`config.mk`:
```
export PLATFORM = sky130hd
export DESIGN_NAME = axi4lite_master
export DESIGN_NICKNAME = d
export VERILOG_FILES = /design/src/rtl/axi4lite_master.sv
export SDC_FILE = /design/constraint.sdc
export NUM_CORES = 1
export LEC_CHECK = 0
export ABC_AREA = 0
export BUFFER_PORTS_ARGS = -buffer_cell sky130_fd_sc_hd__buf_2
export CORE_MARGIN = 1
export CORE_UTILIZATION = 45
export DETAILED_ROUTE_END_ITERATION = 10
export MAX_ROUTING_LAYER = met4
export PLACE_DENSITY = 0.88
export SKIP_CTS_REPAIR_TIMING = 1
export SYNTH_ARGS = -nofsm -noshare
export SYNTH_HDL_FRONTEND = slang
export SYNTH_SLANG_ARGS = --single-unit
```
`constraint.sdc`:
```
create_clock -name A_CLK -period 5.2 [get_ports A_CLK]
set_input_delay 0.78 -clock A_CLK [delete_from_list [all_inputs] [get_ports A_CLK]]
set_output_delay 0.78 -clock A_CLK [all_outputs]
set_load 0.005 [all_outputs]
```
`src/rtl/axi4lite_master.sv`:
```
// Single-outstanding AXI4-Lite master: converts a valid/ready command port into
// AW/W/B or AR/R transactions and returns the response on a valid/ready port.
module axi4lite_master #(
  parameter int ADDR_WIDTH = 32,
  parameter int DATA_WIDTH = 32
) (
  input  logic                      A_CLK,
  input  logic                      A_RST,
  input  logic                      CMD_VALID,
  output logic                      CMD_READY,
  input  logic                      CMD_WRITE,
  input  logic [ADDR_WIDTH-1:0]     CMD_ADDR,
  input  logic [DATA_WIDTH-1:0]     CMD_WDATA,
  input  logic [DATA_WIDTH/8-1:0]   CMD_WSTRB,
  output logic                      RSP_VALID,
  input  logic                      RSP_READY,
  output logic                      RSP_WRITE,
  output logic [DATA_WIDTH-1:0]     RSP_RDATA,
  output logic [1:0]                RSP_RESP,
  output logic                      AW_VALID,
  input  logic                      AW_READY,
  output logic [ADDR_WIDTH-1:0]     AW_ADDR,
  output logic [2:0]                AW_PROT,
  output logic                      W_VALID,
  input  logic                      W_READY,
  output logic [DATA_WIDTH-1:0]     W_DATA,
  output logic [DATA_WIDTH/8-1:0]   W_STRB,
  input  logic                      B_VALID,
  output logic                      B_READY,
  input  logic [1:0]                B_RESP,
  output logic                      AR_VALID,
  input  logic                      AR_READY,
  output logic [ADDR_WIDTH-1:0]     AR_ADDR,
  output logic [2:0]                AR_PROT,
  input  logic                      R_VALID,
  output logic                      R_READY,
  input  logic [DATA_WIDTH-1:0]     R_DATA,
  input  logic [1:0]                R_RESP
);

  localparam int STRB_W = DATA_WIDTH / 8;

  typedef enum logic [2:0] {IDLE, WR_REQ, WR_RESP, RD_REQ, RD_DATA, RSP} state_t;

  state_t                  state, state_n;
  logic                    aw_done, w_done, aw_done_n, w_done_n;
  logic                    cmd_ready_n, aw_valid_n, w_valid_n, b_ready_n;
  logic                    ar_valid_n, r_ready_n, rsp_valid_n, rsp_write_n;
  logic [ADDR_WIDTH-1:0]   aw_addr_n, ar_addr_n;
  logic [DATA_WIDTH-1:0]   w_data_n, rsp_rdata_n;
  logic [STRB_W-1:0]       w_strb_n;
  logic [1:0]              rsp_resp_n;

  assign AW_PROT = '0;
  assign AR_PROT = '0;

  // Every output is a register; the comb block computes its next value so
  // each handshake is reflected on the following edge.
  always_comb begin
    state_n     = state;
    aw_done_n   = aw_done;
    w_done_n    = w_done;
    cmd_ready_n = CMD_READY;
    aw_valid_n  = AW_VALID;
    aw_addr_n   = AW_ADDR;
    w_valid_n   = W_VALID;
    w_data_n    = W_DATA;
    w_strb_n    = W_STRB;
    b_ready_n   = B_READY;
    ar_valid_n  = AR_VALID;
    ar_addr_n   = AR_ADDR;
    r_ready_n   = R_READY;
    rsp_valid_n = RSP_VALID;
    rsp_write_n = RSP_WRITE;
    rsp_rdata_n = RSP_RDATA;
    rsp_resp_n  = RSP_RESP;

    unique case (state)
      IDLE: begin
        cmd_ready_n = 1'b1;
        if (CMD_VALID && CMD_READY) begin
          cmd_ready_n = 1'b0;
          aw_done_n   = 1'b0;
          w_done_n    = 1'b0;
          if (CMD_WRITE) begin
            state_n    = WR_REQ;
            aw_valid_n = 1'b1;
            aw_addr_n  = CMD_ADDR;
            w_valid_n  = 1'b1;
            w_data_n   = CMD_WDATA;
            w_strb_n   = CMD_WSTRB;
          end else begin
            state_n    = RD_REQ;
            ar_valid_n = 1'b1;
            ar_addr_n  = CMD_ADDR;
          end
        end
      end
      WR_REQ: begin
        if (AW_VALID && AW_READY) begin
          aw_valid_n = 1'b0;
          aw_done_n  = 1'b1;
        end
        if (W_VALID && W_READY) begin
          w_valid_n = 1'b0;
          w_done_n  = 1'b1;
        end
        if (aw_done_n && w_done_n) begin
          state_n   = WR_RESP;
          b_ready_n = 1'b1;
          aw_done_n = 1'b0;
          w_done_n  = 1'b0;
        end
      end
      WR_RESP: begin
        if (B_VALID && B_READY) begin
          state_n     = RSP;
          b_ready_n   = 1'b0;
          rsp_valid_n = 1'b1;
          rsp_write_n = 1'b1;
          rsp_rdata_n = '0;
          rsp_resp_n  = B_RESP;
        end
      end
      RD_REQ: begin
        if (AR_VALID && AR_READY) begin
          state_n    = RD_DATA;
          ar_valid_n = 1'b0;
          r_ready_n  = 1'b1;
        end
      end
      RD_DATA: begin
        if (R_VALID && R_READY) begin
          state_n     = RSP;
          r_ready_n   = 1'b0;
          rsp_valid_n = 1'b1;
          rsp_write_n = 1'b0;
          rsp_rdata_n = R_DATA;
          rsp_resp_n  = R_RESP;
        end
      end
      RSP: begin
        if (RSP_VALID && RSP_READY) begin
          state_n     = IDLE;
          rsp_valid_n = 1'b0;
          cmd_ready_n = 1'b1;
        end
      end
      default: state_n = IDLE;
    endcase
  end

  always_ff @(posedge A_CLK or posedge A_RST) begin
    if (A_RST) begin
      state     <= IDLE;
      aw_done   <= 1'b0;
      w_done    <= 1'b0;
      CMD_READY <= 1'b0;
      AW_VALID  <= 1'b0;
      AW_ADDR   <= '0;
      W_VALID   <= 1'b0;
      W_DATA    <= '0;
      W_STRB    <= '0;
      B_READY   <= 1'b0;
      AR_VALID  <= 1'b0;
      AR_ADDR   <= '0;
      R_READY   <= 1'b0;
      RSP_VALID <= 1'b0;
      RSP_WRITE <= 1'b0;
      RSP_RDATA <= '0;
      RSP_RESP  <= '0;
    end else begin
      state     <= state_n;
      aw_done   <= aw_done_n;
      w_done    <= w_done_n;
      CMD_READY <= cmd_ready_n;
      AW_VALID  <= aw_valid_n;
      AW_ADDR   <= aw_addr_n;
      W_VALID   <= w_valid_n;
      W_DATA    <= w_data_n;
      W_STRB    <= w_strb_n;
      B_READY   <= b_ready_n;
      AR_VALID  <= ar_valid_n;
      AR_ADDR   <= ar_addr_n;
      R_READY   <= r_ready_n;
      RSP_VALID <= rsp_valid_n;
      RSP_WRITE <= rsp_write_n;
      RSP_RDATA <= rsp_rdata_n;
      RSP_RESP  <= rsp_resp_n;
    end
  end

endmodule

```
After elaboration in Yosys (flattened, before gate mapping)
Cells that the tools add are included.
- $add $sub $neg: 0
- multipliers: 0
- div/mod/pow operators: 0
- order comparisons: 0
- equal/unequal tests: 15
- shift operators: 0
- mux-type cells: 47
- bitwise logic cells: 1
- reductions and logical operators: 28
- operator list (kind ; number):
    $mux W32 ; 2
    $pmux W32 S2 ; 1
    $mux W1 ; 23
    $ne A2 B2 Y1 const B ; 10
    $mux W3 ; 6
    $pmux W1 S2 ; 9
    $pmux W3 S6 ; 1
    $reduce_and A4 Y1 ; 4
    $reduce_and A3 Y1 ; 5
    $reduce_bool A2 Y1 ; 6
    $logic_and A1 B1 Y1 ; 8
    $eq A3 B2 Y1 const B ; 2
    $eq A3 B3 Y1 const B ; 2
    $mux W2 ; 3
    $reduce_and A6 Y1 ; 1
    $pmux W2 S2 ; 1
    $reduce_and A2 Y1 ; 2
    $eq A3 B1 Y1 const B ; 1
    $logic_not A3 Y1 ; 1
    $pmux W1 S3 ; 1
    $reduce_bool A3 Y1 ; 1
    $not A1 Y1 ; 1
- flip-flop bits (word level): 147
- latch bits: 0
- RAM bits: 0
- memory bits (read-only): 0
- bits of input ports: 114
- output and inout port bits: 148
- word-level logic and storage cells: 108
- memories kept: 0

Longest topological paths before layout
- word-level depth: 6
- mapped depth: 7
- mapped depth without buffers: 4

Least setup slack after synthesis
Ideal clock, no wire load.
- path kind: input to register
- from: in CMD_VALID
- to: reg AW_ADDR[30]
- library setup time: 0.125 ns
- data arrival time: 1.739 ns
- data required time: 5.075 ns
- slack: 3.336 ns
- stages: 6
- buffers on the path: 2
- cells stage by stage: nand3b_1 > nor2_4 > nand2_2 > buf_6 > buf_6 > mux2_4
- longest elaborated chain between the ends: 2
- RTL lines (element ; line ; RTL):
    from (decl) ; 9 ; input logic CMD_VALID,
    $logic_and A1 B1 Y1 ; 81 ; if (CMD_VALID && CMD_READY) begin
    $reduce_and A3 Y1 (no source line) ; n/a ;
    to (signal assigned) ; 178 ; AW_ADDR <= aw_addr_n;
    to (decl) ; 22 ; output logic [ADDR_WIDTH-1:0] AW_ADDR,
Every way passes these cells.
A chain may end at the register's enable or synchronous reset.

Final worst setup path
- from: reg state[0]
- to: reg W_DATA[10]
- longest elaborated chain between the ends: 2
- RTL lines (element ; line ; RTL):
    from (decl) ; 45 ; state_t state, state_n;
    from (signal assigned) ; 173 ; state <= state_n;
    $logic_not A3 Y1 ; 78 ; unique case (state)
    $reduce_and A3 Y1 (no source line) ; n/a ;
    to (signal assigned) ; 180 ; W_DATA <= w_data_n;
    to (decl) ; 26 ; output logic [DATA_WIDTH-1:0] W_DATA,
Every way passes these cells.

==> impl_metrics.py <==
metrics = {
    "floorplanning": {
        "coreArea_um2": 12700,
        "die_w_um": 116,
        "initial_utilization_pct": 46.3,
        "rows": 41,
        "dieArea_um2": 13500,
        "die_h_um": 116,
        "ios": 262,
    },
    "drt": {
        "routed.top_layer": "met4",
        "wl_per_cell_um": 14.7,
        "wl_met3_um": 858,
        "dr.pass1.iters": 4,
        "via_per_inst": 4.84,
        "wl_met1_um": 5490,
        "wl_met2_um": 6490,
        "via_count": 4302,
        "postRouteAntennaNets": 0,
        "drc": 0,
        "wl_um": 13000,
        "drt_iter0_markers": 183,
    },
    "timing": {
        "post-route-min-period_ps": 2600,
        "rsz0062_at_grt": "no",
        "fin_skew_ps": 6.70,
        "fmax_mhz": 385,
        "relSlewSlack_pct": 37.6,
        "finalSetupViolCount": 0,
        "fin_tns_setup_ps": 0,
        "finalCritPeriodShare_pct": 49.9,
        "hold_viol_final": 0,
        "finalMaxSlewViolations": 0,
        "tightest_slew_ps": 933,
    },
    "synth": {
        "synth_area_leaders": "dfrtp_1 (63%), mux2_2 (18%), nand2_1 (5.1%)",
        "yosys_most_used_dff": "dfrtp_1",
        "yosysWarnings": 0,
        "syn_avg_cell_area_um2": 13.1,
        "synthCells": 448,
        "yosysSeqAreaShare_pct": 62.7,
        "synth_top_area_share_pct": 62.7,
        "ys_ff_latch": 147,
        "synth_async_sr_flop_share_pct": 100,
        "synth_cell_types": 36,
        "synthesis.area_um2": 5860,
        "synth_largest_area_cell": "dfrtp_1",
        "synth_edf_count": 0,
    },
    "global_routing": {
        "antenna_found_initial": 0,
        "grt-ovfl-total": 0,
        "grt_pass1_wl_um": 19800,
        "grt_pass1_vias": 4145,
        "grt_max_degree": 93,
        "grt_usage_pct": 20.1,
    },
    "setup_path": {
        "worstSetupPathType": "flip-flop to flip-flop",
        "crit_required_ps": 5500,
        "start_kind": "flip-flop",
        "cp_max_fo": 38,
        "endpoint_kind": "flip-flop",
        "arrival_ps": 2890,
    },
    "pwr": {
        "p_leak_nw": 4.63,
        "pwr_density_cell_nw_per_um2": 316,
        "ir_worst_vdd_mv": 0.223,
    },
    "finish": {
        "layout_common_cells": "buf_2 (255), dfrtp_1 (147), mux2_2 (92), nand2_1 (80), o21ai_0 (36)",
        "final_net_count": 817,
        "post-route-util_pct": 62.1,
        "layout-drive-gt1-share_pct": 55.7,
        "insertedDiodeCount": 0,
        "synthToLayoutAreaGrowth_pct": 34.3,
        "final_common_cell": "buf_2",
    },
    "clocking": {
        "numCtsBuffers": 17,
        "cts-root-buf": "clkbuf_16",
        "clock_path_buffers": 2,
        "cts_max_level": 4,
        "clk_pin_slew_ps": 60,
        "cts_sinks": 147,
        "clk_latency_ps": 420,
        "cts_tree": "done",
    },
    "placement": {
        "dp_hpwl_um": 9380,
        "gp_congestion": 0.774,
        "io_buffers": 255,
    },
    "job": {
        "max-cap-violations": 0,
    },
    "hold_path": {
        "hold_path_class": "flip-flop to flip-flop",
    },
    "run_status": {
        "status": "finished clean",
    },
}
## logic make-up after synthesis
logic type,Yosys count,synth area share (%)
simple gates,106,8.15
mux,103,20.3
flops,147,62.7
compound gates,58,5.51
buf+inv,33,3.22
other cells,1,0.0640
## cells in the mapped netlist, drive strengths merged, types with 3 or more instances
library cell	instances
nand2	81
nor2	5
a31oi	3
nor2b	3
clkbuf	11
inv	3
buf	19
dfrtp	147
nand3	5
mux2	101
o21ai	37
a21oi	9
## report_power, final
part / internal (W) / switching (W)
sequential: 0.00114 / 0
clock: 0.000795 / 0.000468
combinational: 0.0000337 / 0.0000428
## metal layers
layer | vias up | track usage [%]
met2 | 163 | 32.5
li1 | 2041 | -
met3 | 19 | 6.49
met4 | 0 | 8.21
met1 | 2079 | 23.3
met5 | - | -
## final timing paths
kind | slack (ps) | depth (start not counted) | startpoint | end
max | 2600 | 5 | state[0] | W_DATA[10]
min in group asynchronous | 500 | 2 | A_RST | AR_ADDR[7]
max reg2reg | 2600 | 5 | state[0] | W_DATA[10]
min | 470 | 2 | RSP_RDATA[29] | RSP_RDATA[29]
max in group asynchronous | 3510 | 3 | A_RST | W_DATA[15]
min reg2reg | 470 | 2 | RSP_RDATA[29] | RSP_RDATA[29]
## through the flow
step	instance area [µm²]	hold slack (ps)	cells	total power [W]	setup slack (ps)
CTS	7870	478	888	0.00251	2600
global route	7870	505	888	0.00257	2440
finish	7870	472	888	0.00248	2600
detailed placement	7250	465	856	0.00124	2440
floorplan	5880	473	453	0.00119	469
global placement	7250	458	856	0.00124	2470
## layout make-up
| type | instances | area [µm²] |
|---|---|---|
| Clock buffer | 21 | 470 |
| Clock inverter | 11 | 150 |
| Sequential cell | 147 | 3680 |
| Multi-Input combinational cell | 273 | 2020 |
| Inverter | 3 | 16.3 |
| Timing Repair Buffer | 261 | 1320 |
| Fill cell | 1009 | 4800 |
| Tap cell | 172 | 215 |
## flip-flops by register name, summed over array words and instances, names as in the netlist, 2 cells and up
| register | flops |
|---|---|
| AW_ADDR | 32 |
| W_DATA | 32 |
| RSP_RDATA | 32 |
| W_STRB | 4 |
| state | 3 |
| RSP_RESP | 2 |
| AR_ADDR | 32 |
## critical path, cell delays in order, from the launching register on
cell and delay [ps]:
dfrtp_1 670, or2_4 260, nor2_4 50, nand2_2 680
buf_4 400, mux2_2 370
(Power assumes the default switching activity.)
